===== config.mk =====
export PLATFORM = sky130hd
export DESIGN_NAME = load_align_unit
export DESIGN_NICKNAME = d
export VERILOG_FILES = /design/src/rtl/load_align_pkg.sv /design/src/rtl/lane_extract.sv /design/src/rtl/load_align_unit.sv
export SDC_FILE = /design/constraint.sdc
export NUM_CORES = 1
export LEC_CHECK = 0
export BUFFER_PORTS_ARGS = -buffer_cell sky130_fd_sc_hd__buf_4
export CAP_MARGIN = 15
export CELL_PAD_IN_SITES_DETAIL_PLACEMENT = 1
export CELL_PAD_IN_SITES_GLOBAL_PLACEMENT = 1
export CORE_ASPECT_RATIO = 0.5
export CORE_MARGIN = 10
export CORE_UTILIZATION = 42
export CTS_CLUSTER_DIAMETER = 150
export DETAILED_ROUTE_END_ITERATION = 7
export PLACE_DENSITY = 0.81
export SLEW_MARGIN = 15
export SYNTH_ARGS = -nofsm -noshare
export SYNTH_HDL_FRONTEND = slang
export SYNTH_HIERARCHICAL = 1
export SYNTH_SLANG_ARGS = --single-unit

===== constraint.sdc =====
create_clock -name clk -period 3.7 [get_ports clk]
set_input_delay 0.185 -clock clk [delete_from_list [all_inputs] [get_ports clk]]
set_output_delay 0.185 -clock clk [all_outputs]
set_load 0.005 [all_outputs]

===== src/rtl/load_align_pkg.sv =====
// Shared definitions for the load alignment unit: FSM states, access-size
// encodings and a size-to-byte-count helper.
package load_align_pkg;

  typedef enum logic [2:0] {
    IDLE,
    ISSUE0,
    WAIT0,
    ISSUE1,
    WAIT1,
    OUT
  } state_t;

  localparam logic [1:0] SZ_B = 2'd0;
  localparam logic [1:0] SZ_H = 2'd1;
  localparam logic [1:0] SZ_W = 2'd2;
  localparam logic [1:0] SZ_D = 2'd3;

  function automatic logic [3:0] size_bytes(input logic [1:0] size);
    logic [3:0] bytes;
    case (size)
      SZ_B:    bytes = 4'd1;
      SZ_H:    bytes = 4'd2;
      SZ_W:    bytes = 4'd4;
      default: bytes = 4'd8;
    endcase
    return bytes;
  endfunction

endpackage


===== src/rtl/lane_extract.sv =====
// Combinational byte-lane extractor: selects the addressed bytes out of a
// two-word window and sign- or zero-extends them to a full word.
module lane_extract
  import load_align_pkg::*;
#(
  parameter int DATA_W = 32
) (
  input  logic [2*DATA_W-1:0]          i_data,
  input  logic [$clog2(DATA_W/8)-1:0]  i_off,
  input  logic [1:0]                   i_size,
  input  logic                         i_sign,
  output logic [DATA_W-1:0]            o_data
);

  logic [DATA_W-1:0] w_win;

  // Full-width (and wider) accesses never get filled, so sign is ignored there.
  function automatic logic [DATA_W-1:0] extend(input logic [DATA_W-1:0] win,
                                               input logic [1:0]        size,
                                               input logic              sign);
    logic [DATA_W-1:0] res;
    logic              fill;
    int                nbits;
    nbits = int'({size_bytes(size), 3'b000});
    fill  = 1'b0;
    for (int i = 0; i < DATA_W; i++) begin
      if (i == nbits - 1) fill = sign & win[i];
    end
    res = win;
    for (int i = 0; i < DATA_W; i++) begin
      if (i >= nbits) res[i] = fill;
    end
    return res;
  endfunction

  assign w_win  = DATA_W'(i_data >> {i_off, 3'b000});
  assign o_data = extend(w_win, i_size, i_sign);

endmodule


===== src/rtl/load_align_unit.sv =====
// Load-data alignment unit: issues one or two aligned word reads for a byte
// address and returns the extracted, extended load result over valid/ready.
module load_align_unit
  import load_align_pkg::*;
#(
  parameter int DATA_W           = 32,
  parameter int ADDR_W           = 32,
  parameter int ALLOW_MISALIGNED = 1
) (
  input  logic              clk,
  input  logic              reset,
  input  logic              req_valid,
  output logic              req_ready,
  input  logic [ADDR_W-1:0] req_addr,
  input  logic [1:0]        req_size,
  input  logic              req_sign,
  output logic              mem_req_valid,
  input  logic              mem_req_ready,
  output logic [ADDR_W-1:0] mem_addr,
  input  logic              mem_rsp_valid,
  input  logic [DATA_W-1:0] mem_rdata,
  output logic              rsp_valid,
  input  logic              rsp_ready,
  output logic [DATA_W-1:0] rsp_data,
  output logic              rsp_err
);

  localparam int N     = DATA_W / 8;
  localparam int OFF_W = $clog2(N);

  state_t            r_state;
  state_t            w_state_nxt;
  logic [ADDR_W-1:0] r_addr;
  logic [1:0]        r_size;
  logic              r_sign;
  logic [DATA_W-1:0] r_lo;
  logic [DATA_W-1:0] r_hi;
  logic [DATA_W-1:0] r_rsp_data;
  logic              r_rsp_err;

  logic [OFF_W-1:0]  w_req_off;
  logic [3:0]        w_req_bytes;
  logic              w_req_err;
  logic [OFF_W-1:0]  w_off;
  logic [3:0]        w_bytes;
  logic              w_spans;
  logic [ADDR_W-1:0] w_base;
  logic [DATA_W-1:0] w_ext_lo;
  logic [DATA_W-1:0] w_ext_hi;
  logic [DATA_W-1:0] w_ext;

  assign w_req_off   = req_addr[OFF_W-1:0];
  assign w_req_bytes = size_bytes(req_size);
  assign w_req_err   = ((DATA_W < 64) && (req_size == SZ_D)) ||
                       ((ALLOW_MISALIGNED == 0) &&
                        ((4'(w_req_off) & (w_req_bytes - 4'd1)) != 4'd0));

  assign w_off   = r_addr[OFF_W-1:0];
  assign w_bytes = size_bytes(r_size);
  assign w_spans = (5'(w_off) + 5'(w_bytes)) > 5'(N);
  assign w_base  = {r_addr[ADDR_W-1:OFF_W], {OFF_W{1'b0}}};

  // The result is registered on the same edge that captures the last read
  // word, so the extractor looks at mem_rdata directly in the wait states.
  assign w_ext_lo = (r_state == WAIT0) ? mem_rdata : r_lo;
  assign w_ext_hi = (r_state == WAIT1) ? mem_rdata : r_hi;

  lane_extract #(
    .DATA_W(DATA_W)
  ) u_lane_extract (
    .i_data (({w_ext_hi, w_ext_lo})),
    .i_off  (w_off),
    .i_size (r_size),
    .i_sign (r_sign),
    .o_data (w_ext)
  );

  always_ff @(posedge clk) begin
    if (reset) r_state <= IDLE;
    else       r_state <= w_state_nxt;
  end

  always_comb begin
    w_state_nxt   = r_state;
    req_ready     = 1'b0;
    mem_req_valid = 1'b0;
    mem_addr      = '0;
    rsp_valid     = 1'b0;
    case (r_state)
      IDLE: begin
        req_ready = 1'b1;
        if (req_valid) w_state_nxt = w_req_err ? OUT : ISSUE0;
      end
      ISSUE0: begin
        mem_req_valid = 1'b1;
        mem_addr      = w_base;
        if (mem_req_ready) w_state_nxt = WAIT0;
      end
      WAIT0: begin
        if (mem_rsp_valid) w_state_nxt = w_spans ? ISSUE1 : OUT;
      end
      ISSUE1: begin
        mem_req_valid = 1'b1;
        mem_addr      = w_base + ADDR_W'(N);
        if (mem_req_ready) w_state_nxt = WAIT1;
      end
      WAIT1: begin
        if (mem_rsp_valid) w_state_nxt = OUT;
      end
      OUT: begin
        rsp_valid = 1'b1;
        if (rsp_ready) w_state_nxt = IDLE;
      end
      default: w_state_nxt = IDLE;
    endcase
  end

  always_ff @(posedge clk) begin
    if (reset) begin
      r_addr     <= '0;
      r_size     <= '0;
      r_sign     <= 1'b0;
      r_lo       <= '0;
      r_hi       <= '0;
      r_rsp_data <= '0;
      r_rsp_err  <= 1'b0;
    end else begin
      case (r_state)
        IDLE: begin
          if (req_valid) begin
            r_addr     <= req_addr;
            r_size     <= req_size;
            r_sign     <= req_sign;
            r_lo       <= '0;
            r_hi       <= '0;
            r_rsp_data <= '0;
            r_rsp_err  <= w_req_err;
          end
        end
        WAIT0: begin
          if (mem_rsp_valid) begin
            r_lo <= mem_rdata;
            if (!w_spans) r_rsp_data <= w_ext;
          end
        end
        WAIT1: begin
          if (mem_rsp_valid) begin
            r_hi       <= mem_rdata;
            r_rsp_data <= w_ext;
          end
        end
        default: ;
      endcase
    end
  end

  assign rsp_data = r_rsp_data;
  assign rsp_err  = r_rsp_err;

endmodule


==> impl_metrics.yaml <==
outcome:
  status: "complete, no violations"
route:
  viasPerCell: 5.80
  wl_met3_um: 1530
  drc: 0
  wl_met1_um: 11800
  dr_wl_met2_um: 13300
  wl_per_cell_um: 21.4
  finalWirelength_um: 27100
  drt_iter0_markers: 417
  firstDrtPassIters: 5
  routed.top_layer: "met4"
  drtAntennaViolNets: 0
  dr_total_vias: 7351
power:
  leakage_nw: 3.55
  irDropWorstVdd_mv: 0.343
  power.density_mw_per_mm2: 438
timing:
  final-hold-violation-count: 0
  tightest_slew_ns: 1.22
  clock_skew_ns: 0.0127
  timing.setup.tns_ns: 0
  fin_crit_sh_pct: 80.8
  rsz0062_at_grt: "false"
  slew_viol_final: 0
  setup_ws_ns: 0.710
  maxClockFrequency_ghz: 0.334
  relSlewSlack_pct: 18.5
  finalSetupViolCount: 0
  fin_crit_ns: 2.99
critical_path:
  crit_chain: "nor3b_4, buf_4, mux2_2, or4b_4, o211ai_2, a31oi_4, o221ai_1, nand2_1, mux2i_1"
  cp_max_fo: 30
  crit_buf_inv: 1
  path_class: "flop to flop"
  end_kind: "flop"
  cp_slowest_stage_delay_ns: 0.50
  worstPathArrival_ns: 3.28
  start_kind: "flop"
  cp_top_family: "compound AO/OA/AOI/OAI gates"
  crit_required_ns: 3.99
  crit_slowest_cell: "a31oi_4"
floorplan:
  initial_utilization_pct: 42.9
  core_region_area_mm2: 0.0174
  die_w_um: 208
  die-height_um: 114
  boundaryPins: 141
  rows: 34
  die_area_mm2: 0.0238
global_route:
  grt_pass1_wl_um: 42200
  grt_pass1_vias: 7558
  grt_max_degree: 93
  grt.total_usage_pct: 21.8
  grt_overflow_total: 0
  antenna_found_initial: 1
clock_tree:
  clk_pin_slew_worst_paths_ns: 0.06
  tritoncts: "done"
  h-tree-depth: 4
  cts_made_buffers: 17
  cts_root_buffer: "clkbuf_16"
  cts_setup_buffers: 0
  clockBufferDepth: 2
  clock-sinks: 127
  clk-insertion-delay-late_ns: 0.43
cells_and_area:
  fin_nets: 1097
  final_cell_mix: "nand2_1, buf_4, dfxtp_1"
  insertedDiodeCount: 0
  final_common_cell: "nand2_1"
  drive_gt1_share_pct: 24.7
  area_delta_synth_final_pct: 23.5
synth:
  synth_area_mm2: 0.00746
  synthCells: 925
  yosys_warnings: 6
  syn_area_per_cell_um2: 8.06
placement:
  place_congestion: 0.840
  hpwl_um: 18400
  io_buffers: 138
  pre_cts_slack_ns: 0.797
min_path:
  hp-class: "input pin to flop"
job:
  cap_violations: 0
[report_power, final]
| group | internal (W) | leakage, nW | switching [W] |
|---|---|---|---|
| clock | 0.00109 | 0.294 | 0.000700 |
| sequential | 0.00142 | 1.03 | 0.0000727 |
| combinational | 0.000285 | 2.23 | 0.000469 |
[stage by stage]
| stage | total power [W] | hold WS, ns | utilization [%] | cell area, um2 | std cells |
|---|---|---|---|---|---|
| 4_1_cts | 0.00405 | 0.00371 | 52.9 | 9210 | 1267 |
| 3_3_place_gp | 0.00223 | 0.434 | 49.0 | 8530 | 1229 |
| 5_1_grt | 0.00419 | 0.0146 | 52.9 | 9210 | 1267 |
| 6_report | 0.00403 | 0.0201 | 52.9 | 9210 | 1267 |
| 3_5_place_dp | 0.00225 | 0.439 | 49.0 | 8530 | 1229 |
| 2_1_floorplan | 0.00198 | 0.321 | - | 7460 | 926 |
[registers in the layout, indices dropped and copies added (netlist names)]
register,cells
r_addr,32
r_hi,24
r_lo,32
r_sign,1
r_size,2
r_state,3
rsp_data,32
rsp_err,1
[layout make-up]
| cell class | instances | area [um2] |
|---|---|---|
| timing repair buffer | 157 | 1210 |
| fill | 2132 | 8190 |
| clock buffer | 18 | 439 |
| sequential | 127 | 2540 |
| inverter | 14 | 52.6 |
| tap | 234 | 293 |
| clock inverter | 14 | 179 |
| multi-input combinational | 703 | 4500 |
[worst paths after layout]
check | from | endpoint | slack, ns | depth (start not counted)
setup / recovery | r_state[2]$_SDFFE_PP0P_ | rsp_data[24]$_SDFFE_PP0P_ | 0.71 | 9
hold / removal | req_addr[0] | r_addr[0]$_SDFFE_PP0P_ | 0.02 | 3
setup reg to reg | r_state[2]$_SDFFE_PP0P_ | rsp_data[24]$_SDFFE_PP0P_ | 0.71 | 9
hold reg to reg | r_hi[15]$_SDFFE_PP0P_ | r_hi[15]$_SDFFE_PP0P_ | 0.45 | 2
[worst reg2reg max path: stages (launching register included)]
cell      delay [ns]
dfxtp_1         0.47
nor3b_4         0.32
buf_4           0.38
mux2_2          0.40
or4b_4          0.21
o211ai_2        0.10
a31oi_4         0.50
o221ai_1        0.28
nand2_1         0.13
mux2i_1         0.08
[routing by layer]
metal  track usage [%]  vias to the layer above
met5                 0                        -
met4              6.05                        0
met3              4.47                       34
met2              37.9                      208
met1              27.1                     3662
li1                  -                     3447
[repair_timing]
item                      in CTS  in global routing
resized for setup              0                  0
hold buffers                   6                  0
hold endpoints to repair       6                  0
(Power assumes the default switching activity.)
